===== src/rtl/conv_pkg.sv =====
// Shared constants for the 32b<->10b gearbox pair.
// Five 32-bit words carry exactly sixteen 10-bit symbols.
package conv_pkg;

  localparam int CONV_SYM_W       = 10;
  localparam int CONV_WORD_W      = 32;
  localparam int CONV_BUF_W       = 48;
  localparam int CONV_ALIGN_WORDS = 5;
  localparam int CONV_ALIGN_SYMS  = 16;
  localparam int CONV_ALIGN_BITS  = CONV_ALIGN_WORDS * CONV_WORD_W;

  // Width of a counter that must hold values 0..buf_w inclusive.
  function automatic int conv_cnt_w(input int buf_w);
    return $clog2(buf_w + 1);
  endfunction

endpackage


===== src/rtl/conv32bto10b.sv =====
// Transmit gearbox: 32-bit words in over valid/ready, contiguous MSB-first
// 10-bit symbols out under backpressure.
module conv32bto10b
  import conv_pkg::*;
#(
  parameter int IN_W  = CONV_WORD_W,
  parameter int OUT_W = CONV_SYM_W,
  parameter int BUF_W = CONV_BUF_W
) (
  input  logic             clk,
  input  logic             rst_n,
  input  logic             i_vld,
  input  logic [IN_W-1:0]  i_dat,
  output logic             i_rdy,
  input  logic             i_flush,
  output logic             o_vld,
  output logic [OUT_W-1:0] o_dat,
  input  logic             o_rdy
);

  localparam int CNT_W = conv_cnt_w(BUF_W);
  localparam logic [CNT_W-1:0] IN_C  = CNT_W'(IN_W);
  localparam logic [CNT_W-1:0] OUT_C = CNT_W'(OUT_W);
  localparam logic [CNT_W-1:0] RDY_C = CNT_W'(BUF_W - IN_W);

  logic [BUF_W-1:0] buf_q, buf_d;
  logic [CNT_W-1:0] cnt_q, cnt_d;
  logic [BUF_W-1:0] sel_s;
  logic             push_s, pop_s, flush_s;

  // Handshake flags and the oldest OUT_W valid bits, all from flops only.
  always_comb begin
    o_vld   = (cnt_q >= OUT_C);
    i_rdy   = (cnt_q <= RDY_C);
    push_s  = i_vld & i_rdy;
    pop_s   = o_vld & o_rdy;
    flush_s = i_flush & ~push_s & (cnt_q != {CNT_W{1'b0}}) & (cnt_q < OUT_C);
    if (o_vld) begin
      sel_s = buf_q >> (cnt_q - OUT_C);
    end else begin
      sel_s = {BUF_W{1'b0}};
    end
    o_dat = sel_s[OUT_W-1:0];
  end

  // Popped bits sit above the new count, so a pop never touches the buffer.
  always_comb begin
    buf_d = buf_q;
    cnt_d = cnt_q;
    if (push_s) begin
      buf_d = {buf_q[BUF_W-IN_W-1:0], i_dat};
      if (pop_s) begin
        cnt_d = cnt_q + IN_C - OUT_C;
      end else begin
        cnt_d = cnt_q + IN_C;
      end
    end else if (pop_s) begin
      cnt_d = cnt_q - OUT_C;
    end else if (flush_s) begin
      buf_d = buf_q << (OUT_C - cnt_q);
      cnt_d = OUT_C;
    end else begin
      buf_d = buf_q;
      cnt_d = cnt_q;
    end
  end

  // Residue buffer and bit counter.
  always_ff @(posedge clk or negedge rst_n) begin
    if (!rst_n) begin
      buf_q <= {BUF_W{1'b0}};
      cnt_q <= {CNT_W{1'b0}};
    end else begin
      buf_q <= buf_d;
      cnt_q <= cnt_d;
    end
  end

endmodule


===== config.mk =====
export PLATFORM = sky130hd
export DESIGN_NAME = conv32bto10b
export DESIGN_NICKNAME = d
export VERILOG_FILES = /design/src/rtl/conv_pkg.sv /design/src/rtl/conv32bto10b.sv
export SDC_FILE = /design/constraint.sdc
export NUM_CORES = 1
export LEC_CHECK = 0
export CORE_ASPECT_RATIO = 1.25
export CORE_MARGIN = 2
export CORE_UTILIZATION = 60
export CTS_BUF_LIST = sky130_fd_sc_hd__clkbuf_8
export CTS_CLUSTER_SIZE = 25
export DETAILED_ROUTE_END_ITERATION = 8
export GPL_TIMING_DRIVEN = 1
export MAX_ROUTING_LAYER = met4
export PLACE_DENSITY_LB_ADDON = 0.1
export SLEW_MARGIN = 5
export SYNTH_ARGS = -nofsm -noshare
export SYNTH_HDL_FRONTEND = slang
export SYNTH_SLANG_ARGS = --single-unit

===== constraint.sdc =====
create_clock -name clk -period 9.38 [get_ports clk]
set_clock_uncertainty 0.15 [all_clocks]
set_input_delay 2.345 -clock clk [delete_from_list [all_inputs] [get_ports clk]]
set_output_delay 2.345 -clock clk [all_outputs]
set_load 0.005 [all_outputs]

After elaboration in Yosys (flattened, before gate mapping)

Cells that the tools add are included.

Bits of input ports: 37
Register bits after elaboration: 54
Output and inout bits: 12

Equal/unequal tests: 1
$lt $le $gt $ge: 3
Shift-type cells: 2
Add/sub/neg operators: 4
Reduce and logical (&&, ||, !) cells: 4
Muxes and demuxes: 8
Bitwise operators: 6

Operator list:

| operator                                                                          | number |
|---|---|
| 48-bit 2-to-1 mux                                                                 | 3 |
| 48-bit by 6-bit left shift with 48-bit output                                     | 1 |
| 48-bit by 6-bit >> shifter with 10-bit output                                     | 1 |
| 6-bit 2-to-1 mux                                                                  | 4 |
| 6-bit by 4-bit subtractor with 6-bit output (second input constant)               | 2 |
| 10-bit 2-to-1 mux                                                                 | 1 |
| 6-bit adder (second input constant)                                               | 1 |
| 6-bit by 4-bit >= comparator with 1-bit output (second input constant)            | 1 |
| 6-bit by 5-bit less-or-equal comparator with 1-bit output (second input constant) | 1 |
| 6-bit by 4-bit < comparator with 1-bit output (second input constant)             | 1 |
| 6-bit nonzero test                                                                | 1 |
| 4-bit by 6-bit subtractor with 6-bit output (first input constant)                | 1 |
| 1-bit AND                                                                         | 5 |
| 3-bit nonzero test                                                                | 1 |
| 2-bit != test (second input constant)                                             | 1 |
| 2-bit AND reduction                                                               | 1 |
| 2-bit nonzero test                                                                | 1 |
| 1-bit inverter                                                                    | 1 |

Longest topological paths before layout

Depth in word-level cells: 9
Gate-level depth with buffers: 14

Least setup slack after synthesis

OpenSTA, ideal clock, no wires.

Path type: reg2out
Start point: register cnt_q[1]
End point: output port o_dat[7]
Arrival time: 2.827 ns
Cell stages (with the launch flop): 14
Path buffers: 6
Setup slack: 4.058 ns
Cells stage by stage: dfrtp_1 buf_4 inv_1 buf_2 buf_2 ha_1 buf_2 buf_2 buf_2 mux4_2 mux2i_1 nand2_1 a32oi_1 nor2_1

Cells in the longest elaborated chain, start to end: 3

Ends and longest elaborated chain:

| what                                          | RTL line           | text |
|---|---|---|
| start, declared                               | conv32bto10b.sv:27 | `logic [CNT_W-1:0] cnt_q, cnt_d;` |
| start signal, assigned                        | conv32bto10b.sv:72 | `cnt_q <= {CNT_W{1'b0}};` |
| start signal, assigned                        | conv32bto10b.sv:75 | `cnt_q <= cnt_d;` |
| 6-bit by 4-bit subtractor with 6-bit output   | conv32bto10b.sv:39 | `sel_s = buf_q >> (cnt_q - OUT_C);` |
| 48-bit by 6-bit >> shifter with 10-bit output | conv32bto10b.sv:39 |  |
| 10-bit 2-to-1 mux (*)                         | conv32bto10b.sv:38 | `if (o_vld) begin` |
| end, declared                                 | conv32bto10b.sv:17 | `output logic [OUT_W-1:0] o_dat,` |

Every way passes the cells marked *; elsewhere a longest branch is shown, timed or not.

Final worst setup path

Start point: register cnt_q[1]
End point: output port o_dat[0]

Same word-level chain as after synthesis.

==> results by stage <==
Global route:
- The global-route total usage across every layer is 35.22%.
- The first global-routing pass estimated 28.90 mm of wire.
- Entering global routing, the biggest net connects 68 pins.
- The initial antenna violation count is 0.
- The overall overflow remaining after global route is 0.
- The via count of the first global-routing pass was 5306.

Clock tree:
- The maximum level of the CTS H-tree is 2.
- The number of buffers inserted during clock tree synthesis is 5.
- The later pin in the worst-skew pair is clocked with a latency of 330 ps.
- The post-CTS setup repair buffer count is 0.
- The count of hold-fix buffers inserted at cts is 0.
- The clock root buffer is clkbuf_8.
- TritonCTS built the clock tree.
- The clock passes through at most 2 buffers.
- The number of cells upsized or downsized after cts is 0.
- The clock transition at the registers of the reported paths is 100 ps.
- The clock drives 53 sinks.

Synth:
- In this run the mean area of a mapped cell was 9.368 sq um.
- The fraction of registers with async set or reset after synthesis is 100.0%.
- The total standard cell area after synthesis is 0.006015 sq mm.
- The unique cell type count in the Yosys netlist is 60.
- Among all cell types in the netlist, the one instantiated most often is mux2i_1.
- The total of warnings raised by yosys is 0.
- The net count after synthesis is 681.
- Synthesis inferred 53 register bits.
- The dominant register cell in the synthesized netlist is dfrtp_1.
- Of all cell types, the one taking the most synthesized area is dfrtp_1.
- Sequential elements use 22.05% of the synthesized area.
- After synthesis, the largest area contributor takes up 22.05% of total cell area.
- Synthesis handed over a netlist of 642 instances.
- The count of flip-flops with a built-in enable after synthesis is 0.
- By count the netlist is led by mux2i_1 (96), nand2_1 (66), dfrtp_1 (53).
- Ranked by total cell area, the synthesized netlist is headed by dfrtp_1 (22%), mux4_2 (16%), mux2i_1 (16%), nand2_1 (4.1%), a22oi_1 (3.4%).

Routing:
- The iteration count of the initial detailed-routing pass is 5.
- Detailed routing inserted a total of 5617 vias.
- The remaining antenna violation count after routing is 0.
- In the final routed layout, each cell accounts on average for 23.27 um.
- The final wirelength is 18.04 mm.
- After detailed routing, the number of vias per cell comes to 7.248.
- For this block, the initial DRC count from the detailed router was 640.
- The detailed-route DRC error count is 0.

Setup path:
- The element type at the critical path end is an output pin.
- The worst setup path is launched from a flip-flop.
- The maximum fanout encountered on the critical timing path is 47.
- The data required time at the worst endpoint is 6890 ps.
- The critical path start-end classification is flip-flop to output pin.
- The depth of the most critical reg-to-reg path is 9.
- The endpoint arrival time on the critical path is 4170 ps.

Placement:
- The number of placed instances, taps included is 769.
- After legalization and detailed placement, the total HPWL measured 12.42 mm.
- Routability-driven placement finished with a final weighted congestion of 0.9279.
- Input and output buffers added on the ports amount to 48.
- Summing all placed instances gives a cell area of 0.006429 sq mm.

Timing:
- Counting I/O delays and the setup requirement, the final critical path takes 6666 ps.
- Setup repair after global routing left no endpoint under its margin.
- Measured against its own limit, the worst slew margin works out to 21.37%.
- The transition time at the pin with the least slew margin is 1171 ps.
- On the final layout, the worst hold slack is 396.8 ps.
- The maximum achievable frequency is 0.1500 GHz.
- The final critical path takes up 71.06% of the cycle.
- The final hold violation count came to 0.
- The number of setup violations in the final report is 0.
- The number of slew-limit violations in the final report is 0.
- After routing, the total negative slack on setup checks comes to 0 ps.

Final layout:
- The net count of the finished layout is 689.
- The layout overhead on the synthesized area is 8.113%.
- After routing the design area is 0.006502 sq mm.
- The finished layout holds 775 standard cells, fillers aside.
- The share of post-route cells with drive strength above 1 is 15.72%.
- 0 antenna diodes ended up in the layout.

Die:
- The floorplan step set the die height to 115.9 um.
- 49 I/O pins were placed.
- The area of the core region is 0.009709 sq mm.
- The die is 93.55 um wide.
- The initial standard-cell utilization of the core is 61.95%.
- The floorplan has 40 rows.
- The floorplan step defined a die boundary enclosing 0.01085 sq mm.

Worst hold path:
- The worst hold path belongs to the class flip-flop to flip-flop.
- Along the worst hold path, the cell count comes to 1.

Run:
- The total of max-cap violations is 0.

Run status:
- The flow ran to the end, and the final reports show no timing, DRC or antenna violations.
[cell usage in the layout (no fill, tap or decap), drive strengths merged, types with 3 or more instances in the layout]
master,n
dfrtp,53
mux2,18
nand2,68
o21ai,30
a21oi,21
a221o,8
inv,19
a32oi,4
nor2b,4
a311oi,5
and2,3
a222oi,8
nor3,21
nor2,51
o32ai,3
o32a,4
xnor2,6
nand3,9
o22ai,11
xor2,7
clkdlybuf4s50,47
a211oi,18
o211ai,8
buf,14
a22oi,27
o31ai,3
and3,8
mux4,43
clkbuf,5
mux2i,96
[critical path: stages, from the launching register on]
cell and delay (ps):
dfrtp_4 700, inv_1 70, buf_4 290, ha_2 1110, mux4_2 600, mux2i_1 190
nand2_1 90, a32oi_1 230, nor2_1 70, clkdlybuf4s50_1 450
[layer usage]
layer  wire length [um]  track usage (%)  part of all wire [%]
met3               1558            4.161                   8.6
met2               8502            53.67                    47
met4                526            12.75                   2.9
met5                  0                -                     0
met1               7448            49.04                    41
[sequential cells by signal, summed over array words and instances (netlist names)]
| register | cells |
|---|---|
| buf_q | 48 |
| cnt_q | 5 |
[worst paths after layout]
| check | startpoint | end | slack (ps) |
|---|---|---|---|
| max | cnt_q[1] | o_dat[0] | 2710 |
| min | buf_q[47] | buf_q[47] | 400 |
| max reg2reg | cnt_q[1] | buf_q[44] | 5730 |
| min reg2reg | buf_q[47] | buf_q[47] | 400 |
| max in group asynchronous | rst_n | cnt_q[1] | 6580 |
| min in group asynchronous | rst_n | buf_q[12] | 1990 |
[final cells by class]
type                    instances  area, sq um
flip-flops and latches         53         1331
fillers                       815         3207
clock inverters                 1        5.005
repair buffers                 61        573.1
clock buffers                   5        68.82
multi-input cells             510         4295
well taps                     126        157.7
inverters                      19        71.32
[metrics by stage]
| stage | utilization, % | setup WS (ps) |
|---|---|---|
| floorplan | - | 4058 |
| global placement | 66.21 | 3174 |
| detailed placement | 66.21 | 3108 |
| CTS | 66.97 | 2756 |
| global route | 66.97 | 2473 |
| finish | 66.97 | 2714 |
[logic make-up (layout without fill, tap and decap cells)]
group	count (synthesis)	in the layout	share of synthesized area [%]
AO/OA/AOI/OAI	165	165	19.76
adder cells (fa/ha/maj)	2	2	0.4160
multiplexers	157	157	35.45
flip-flops	53	53	22.05
XOR/XNOR	13	13	2.829
AND/OR/NAND/NOR	173	173	12.92
buffers and inverters	79	86	6.574
Power is not shown: default switching activity piles up to over one toggle a cycle in this logic, so the estimate is an artifact.
